## config.mk

```make
export PLATFORM = sky130hd
export DESIGN_NAME = vga_frame_streamer
export DESIGN_NICKNAME = d
export VERILOG_FILES = /design/src/rtl/vga_pkg.sv /design/src/rtl/vga_timing_counter.sv /design/src/rtl/vga_frame_streamer.sv
export SDC_FILE = /design/constraint.sdc
export NUM_CORES = 1
export LEC_CHECK = 0
export ABC_CLOCK_PERIOD_IN_PS = 3800
export CAP_MARGIN = 20
export CORE_UTILIZATION = 25
export CTS_CLUSTER_SIZE = 14
export DETAILED_ROUTE_END_ITERATION = 10
export REMOVE_ABC_BUFFERS = 1
export SYNTH_ARGS = -nofsm -noshare
export SYNTH_HDL_FRONTEND = slang
export SYNTH_SLANG_ARGS = --single-unit
```

## constraint.sdc

```tcl
create_clock -name clk -period 3.8 [get_ports clk]
set_input_delay 0.38 -clock clk [delete_from_list [all_inputs] [get_ports clk]]
set_output_delay 0.38 -clock clk [all_outputs]
set_load 0.05 [all_outputs]
```

## src/rtl/vga_pkg.sv

```systemverilog
// Shared VGA raster constants, framebuffer address packing and the colour-bar table.
// STREAM_TEST_PATTERN_EN (see vga_frame_streamer) consumes bar_color().
package vga_pkg;

   localparam int H_TOTAL  = 800;
   localparam int HS_START = 656;
   localparam int HS_END   = 751;
   localparam int V_TOTAL  = 525;
   localparam int VS_START = 490;
   localparam int VS_END   = 491;
   localparam int WIN_W    = 320;
   localparam int WIN_H    = 240;

   localparam logic [23:0] BAR_COLORS [8] = '{
      24'hFFFFFF, 24'hFFFF00, 24'h00FFFF, 24'h00FF00,
      24'hFF00FF, 24'hFF0000, 24'h0000FF, 24'h000000
   };

   function automatic logic [16:0] pack_addr(input logic [7:0] y, input logic [8:0] x);
      return {y, x};
   endfunction

   // Bars are 40 pixels wide; the window is 320 wide so the index never exceeds 7.
   function automatic logic [23:0] bar_color(input logic [8:0] x);
      logic [8:0] idx;
      idx = x / 9'd40;
      return BAR_COLORS[idx[2:0]];
   endfunction

endpackage

```

## src/rtl/vga_timing_counter.sv

```systemverilog
// Raster counters h/v with the raw (unaligned) sync, window, origin and swap-sample flags.
module vga_timing_counter
   import vga_pkg::*;
#(
   parameter int H_TOT    = H_TOTAL,
   parameter int HS_FIRST = HS_START,
   parameter int HS_LAST  = HS_END,
   parameter int V_TOT    = V_TOTAL,
   parameter int VS_FIRST = VS_START,
   parameter int VS_LAST  = VS_END,
   parameter int WIN_X    = WIN_W,
   parameter int WIN_Y    = WIN_H
) (
   input  logic        i_clk,
   input  logic        i_rst,
   output logic [16:0] o_addr,
   output logic        o_window,
   output logic        o_hsync_n,
   output logic        o_vsync_n,
   output logic        o_origin,
   output logic        o_swap_pt
);

   localparam logic [9:0] H_LAST  = 10'(H_TOT - 1);
   localparam logic [9:0] V_LAST  = 10'(V_TOT - 1);
   localparam logic [9:0] HS_LO   = 10'(HS_FIRST);
   localparam logic [9:0] HS_HI   = 10'(HS_LAST);
   localparam logic [9:0] VS_LO   = 10'(VS_FIRST);
   localparam logic [9:0] VS_HI   = 10'(VS_LAST);
   localparam logic [9:0] X_LIMIT = 10'(WIN_X);
   localparam logic [9:0] Y_LIMIT = 10'(WIN_Y);

   logic [9:0] r_h_cnt;
   logic [9:0] r_v_cnt;

   always_ff @(posedge i_clk) begin
      if (i_rst) begin
         r_h_cnt <= 10'd0;
         r_v_cnt <= 10'd0;
      end else if (r_h_cnt == H_LAST) begin
         r_h_cnt <= 10'd0;
         r_v_cnt <= (r_v_cnt == V_LAST) ? 10'd0 : r_v_cnt + 10'd1;
      end else begin
         r_h_cnt <= r_h_cnt + 10'd1;
      end
   end

   assign o_addr    = pack_addr(r_v_cnt[7:0], r_h_cnt[8:0]);
   assign o_window  = (r_h_cnt < X_LIMIT) && (r_v_cnt < Y_LIMIT);
   assign o_hsync_n = !((r_h_cnt >= HS_LO) && (r_h_cnt <= HS_HI));
   assign o_vsync_n = !((r_v_cnt >= VS_LO) && (r_v_cnt <= VS_HI));
   assign o_origin  = (r_h_cnt == 10'd0) && (r_v_cnt == 10'd0);
   // First column of the first line past the window: nothing reads the framebuffer here.
   assign o_swap_pt = (r_h_cnt == 10'd0) && (r_v_cnt == Y_LIMIT);

endmodule

```

## src/rtl/vga_frame_streamer.sv

```systemverilog
// VGA pixel-stream source: 2-stage framebuffer read pipe, sync alignment and buffer swap.
// Define STREAM_TEST_PATTERN_EN to replace framebuffer data with eight vertical colour bars.
module vga_frame_streamer
   import vga_pkg::*;
#(
   parameter int H_VISIBLE = 640,
   parameter int H_FP      = 16,
   parameter int H_SYNC    = 96,
   parameter int H_BP      = 48,
   parameter int V_VISIBLE = 480,
   parameter int V_FP      = 10,
   parameter int V_SYNC    = 2,
   parameter int V_BP      = 33,
   parameter int SRC_W     = WIN_W,
   parameter int SRC_H     = WIN_H
) (
   input  logic        clk,
   input  logic        rst,
   output logic [16:0] fb_addr,
   input  logic [23:0] fb_rdata,
   output logic        fb_sel,
   input  logic        fb_swap_req,
   output logic        fb_swap_ack,
   output logic [23:0] pixel_out,
   output logic [16:0] pixel_addr,
   output logic        active_area,
   output logic        hsync,
   output logic        vsync,
   output logic        frame_start
);

   logic [16:0] w_addr;
   logic        w_window, w_hsync_n, w_vsync_n, w_origin, w_swap_pt;

   logic [16:0] r_fb_addr, r_pix_addr;
   logic        r_act1, r_hs1, r_vs1, r_org1;
   logic        r_act2, r_hs2, r_vs2, r_org2;
   logic        r_fb_sel, r_swap_ack;

   vga_timing_counter #(
      .H_TOT    (H_VISIBLE + H_FP + H_SYNC + H_BP),
      .HS_FIRST (H_VISIBLE + H_FP),
      .HS_LAST  (H_VISIBLE + H_FP + H_SYNC - 1),
      .V_TOT    (V_VISIBLE + V_FP + V_SYNC + V_BP),
      .VS_FIRST (V_VISIBLE + V_FP),
      .VS_LAST  (V_VISIBLE + V_FP + V_SYNC - 1),
      .WIN_X    (SRC_W),
      .WIN_Y    (SRC_H)
   ) u_timing (
      .i_clk     (clk),
      .i_rst     (rst),
      .o_addr    (w_addr),
      .o_window  (w_window),
      .o_hsync_n (w_hsync_n),
      .o_vsync_n (w_vsync_n),
      .o_origin  (w_origin),
      .o_swap_pt (w_swap_pt)
   );

   always_ff @(posedge clk) begin
      if (rst) begin
         r_fb_addr <= 17'd0;
         r_act1    <= 1'b0;
         r_hs1     <= 1'b1;
         r_vs1     <= 1'b1;
         r_org1    <= 1'b0;
      end else begin
         if (w_window) begin
            r_fb_addr <= w_addr;
         end
         r_act1 <= w_window;
         r_hs1  <= w_hsync_n;
         r_vs1  <= w_vsync_n;
         r_org1 <= w_origin;
      end
   end

   always_ff @(posedge clk) begin
      if (rst) begin
         r_pix_addr <= 17'd0;
         r_act2     <= 1'b0;
         r_hs2      <= 1'b1;
         r_vs2      <= 1'b1;
         r_org2     <= 1'b0;
      end else begin
         r_pix_addr <= r_act1 ? r_fb_addr : 17'd0;
         r_act2     <= r_act1;
         r_hs2      <= r_hs1;
         r_vs2      <= r_vs1;
         r_org2     <= r_org1;
      end
   end

   // Swap is only taken at the blank-start sample point, so fb_sel is stable across the window.
   always_ff @(posedge clk) begin
      if (rst) begin
         r_fb_sel   <= 1'b0;
         r_swap_ack <= 1'b0;
      end else if (w_swap_pt && fb_swap_req) begin
         r_fb_sel   <= ~r_fb_sel;
         r_swap_ack <= 1'b1;
      end else begin
         r_swap_ack <= 1'b0;
      end
   end

`ifdef STREAM_TEST_PATTERN_EN
   logic [23:0] r_bar1, r_bar2;
   logic        w_unused_rdata;

   assign w_unused_rdata = ^fb_rdata;

   always_ff @(posedge clk) begin
      if (rst) begin
         r_bar1 <= 24'd0;
         r_bar2 <= 24'd0;
      end else begin
         r_bar1 <= bar_color(w_addr[8:0]);
         r_bar2 <= r_act1 ? r_bar1 : 24'd0;
      end
   end

   assign pixel_out = r_bar2;
`else
   // The RAM output arrives in the same cycle as the stage-2 flags, so it is gated, not re-registered.
   assign pixel_out = r_act2 ? fb_rdata : 24'd0;
`endif

   assign fb_addr     = r_fb_addr;
   assign fb_sel      = r_fb_sel;
   assign fb_swap_ack = r_swap_ack;
   assign pixel_addr  = r_pix_addr;
   assign active_area = r_act2;
   assign hsync       = r_hs2;
   assign vsync       = r_vs2;
   assign frame_start = r_org2;

endmodule

```

==> implementation parameters <==
Parameter                              Value

Clocking
  Clock latency at the later pin of the worst-skew pair    0.35 ns
  Total clock sinks    64
  TritonCTS clock tree    built
  Number of buffers added to fix hold violations after cts    0
  Maximum root-to-sink buffer count    2
  Clock buffers created by TritonCTS    9
  Clock-pin slew of the registers on the worst-case setup and hold paths    0.07 ns
  Number of resized instances in the post-cts repair step    0
  H-tree levels    3
  Buffers inserted during post-CTS setup optimization    0
  Clock Root Buffer    sky130_fd_sc_hd__clkbuf_8

Pwr
  Internal portion of total power    1.10 mW
  Sequential share of power    48.0%
  Total net switching power    0.331 mW
  Power share of the combinational group    9.5%
  Static Leak    1.36 nW
  VDD IR-drop max    0.143 mV
  Switching part of the total power    23.1%
  Part of the total power dissipated in the clock network    42.5%
  Ratio of total power to cell area    377 nW/um^2

Routing
  Via density    4.30
  Number of design rule violations left after detail routing    0
  Length of the first detailed-routing pass in iterations    6
  Drt first-iter violations    79
  Detailed-route wire length per cell    11.9 um
  Remaining antenna violation count after routing    0
  Wire length reported by the detailed router    5850 um
  Via count    2117

Yosys
  Number of flip-flops and latches in the synthesized netlist    64
  Post-Syn Area per Cell    9.63 sq um
  Synthesis Warnings    0
  Main flop type after synthesis    sky130_fd_sc_hd__dfxtp_1
  Share of flip-flops with an asynchronous set or reset after synthesis    0%
  Count of mapped cells out of synthesis    271
  Seq/Total Area, Yosys    49.1%
  Syn Std Cell Area    2610 sq um
  Count of flip-flops with a built-in enable after synthesis    0
  Count of different cell masters after synthesis    42

Global routing
  Global-route wire length before repair    9720 um
  Number of global-route vias before repair    1980
  Antenna violations before repair    0
  Total grt overflow    0
  Total routing resource utilization after global routing    11.3%
  Pin count of the biggest net entering global routing    26

Timing
  Maximum clock rate    0.412 GHz
  Max Slew Vio Count    0
  Fraction of the cycle the final worst path needs    63.8%
  RSZ-0062 raised after global routing    no
  Clock period minus final worst setup slack    2.43 ns
  Tightest slew margin relative to the limit    30.8%
  Final Skew    0.00725 ns
  Transition time at the pin with the least slew margin    1.04 ns
  Hold Fails Final Rpt    0
  Post-Route Hold Slack    0.418 ns
  Final total negative setup slack    0 ns
  Final setup violating endpoints    0

Final layout
  Commonest cells after routing, fill and taps aside    sky130_fd_sc_hd__clkdlybuf4s50_1, sky130_fd_sc_hd__dfxtp_1, sky130_fd_sc_hd__and2_1
  Antenna cells    0
  Ratio of cells with drive above 1 in the final layout    7.24%
  Most common cell after layout, fill and taps aside    sky130_fd_sc_hd__clkdlybuf4s50_1
  Non-filler cells in the finished layout    492
  Final cell utilization of the core    38.1%
  Nets    386
  Final design instance area without fill    3790 sq um
  Area growth, synth to finish    45.4%

Floorplanning
  Row count    36
  Die Width    104 um
  Count of boundary I/O pins    91
  Starting Density    26.2%
  Vertical die dimension    104 um
  Std-Cell Core Area    9950 sq um
  Overall die area    10800 sq um

Outcome
  Status    completed

Place
  Placer Congestion    0.781
  Cell Count Post-Placement    477
  Post-DP HPWL    4190 um
  Count of buffers inserted at the top-level ports    90
  Placed Instance Area    3590 sq um

Min path
  Worst hold path cell count    1
  Type of the tightest min-delay check    reg2reg

Worst setup path
  Data required, critical path    3.42 ns
  Kind of start point of the critical path    register
  Crit-path max FO    25
  Number of cells on the worst reg-to-reg path    4
  Startpoint-to-endpoint class of the critical path    reg2out
  Crit path capture type    primary output
  Arrival time at the worst endpoint    2.05 ns

Run
  MaxCap Viol Count    0
==> per-stage QoR <==
step	worst slack, ns	total power [mW]
final	1.37	1.43
after global routing	1.20	1.49
after CTS	1.29	1.45
after detailed placement	1.54	0.840
after global placement	1.55	0.838
after floorplan	1.88	0.773
==> cell usage after synthesis (all sizes together), types with 2 or more instances <==
master  count  share of area (%)
and2       42                 10
nand3      10                1.9
or4         2               0.72
xnor2      11                3.7
clkbuf     11                1.6
o21ai       3               0.58
nor4        7                1.9
nand4       3                1.3
ha          4                1.9
a21oi       4               0.91
or2         4               0.96
mux2i      18                6.9
dfxtp      64                 49
nor4b       2               0.67
inv         8                1.2
nand2       6               0.86
xor2        3                1.0
nor2       38                5.5
or3         6                1.5
nor3        5               0.96
nor2b       2               0.48
buf         7                1.9
==> state kept, by name, indices dropped and copies added (netlist names) <==
name and flops:
fb_addr 17, u_timing.r_v_cnt 10, hsync 1, r_org1 1, fb_sel 1, u_timing.r_h_cnt 10, r_act1 1, pixel_addr 17
vsync 1, fb_swap_ack 1, r_vs1 1, active_area 1, frame_start 1, r_hs1 1
==> layer usage <==
metal | share of wire (%) | vias up | GRT usage (%) | wire, um
li1 | - | 1065 | - | -
met1 | 43 | 959 | 12.3 | 2500
met2 | 47 | 82 | 19.0 | 2760
met3 | 7.4 | 11 | 3.82 | 435
met4 | 2.5 | 0 | 7.04 | 149
met5 | 0 | - | 0 | 0
==> area by class of cell <==
class	count	area [sq um]
fill	992	6160
sequential	64	1280
multi-input combinational	181	1210
timing repair buffer	91	908
tap	133	166
clock buffer	11	131
clock inverter	4	70.1
inverter	8	30.0
==> worst max-delay path, cell delays in order (launching register included) <==
cell and delay, ns:
sky130_fd_sc_hd__dfxtp_1 0.65, sky130_fd_sc_hd__and2_1 0.24, sky130_fd_sc_hd__clkdlybuf4s50_1 0.80
==> logic make-up (layout without fill, tap and decap cells) <==
group | Yosys count | count (layout) | synth area share (%)
multiplexers | 18 | 18 | 6.91
AO/OA/AOI/OAI | 9 | 9 | 2.25
flip-flops | 64 | 64 | 49.1
XOR/XNOR | 14 | 14 | 4.70
adder cells (fa/ha/maj) | 4 | 4 | 1.92
buffers and inverters | 26 | 114 | 4.65
AND/OR/NAND/NOR | 136 | 136 | 30.5
==> power by group through the flow <==
stage	clock network, mW	logic, mW	registers (mW)
finish	0.609	0.136	0.688
global route	0.657	0.144	0.689
CTS	0.628	0.138	0.688
detailed placement	0	0.137	0.703
global placement	0	0.135	0.703
floorplan	0	0.0603	0.713
==> path summary, 6_finish.rpt <==
check,start,end,slack (ns)
worst max register to register,u_timing.r_h_cnt[6],fb_addr[6],1.58
worst min register to register,r_vs1,vsync,0.42
worst min-delay path,r_vs1,vsync,0.42
worst max-delay path,active_area,pixel_out[15],1.37
Power figures use the tool's default switching activity.
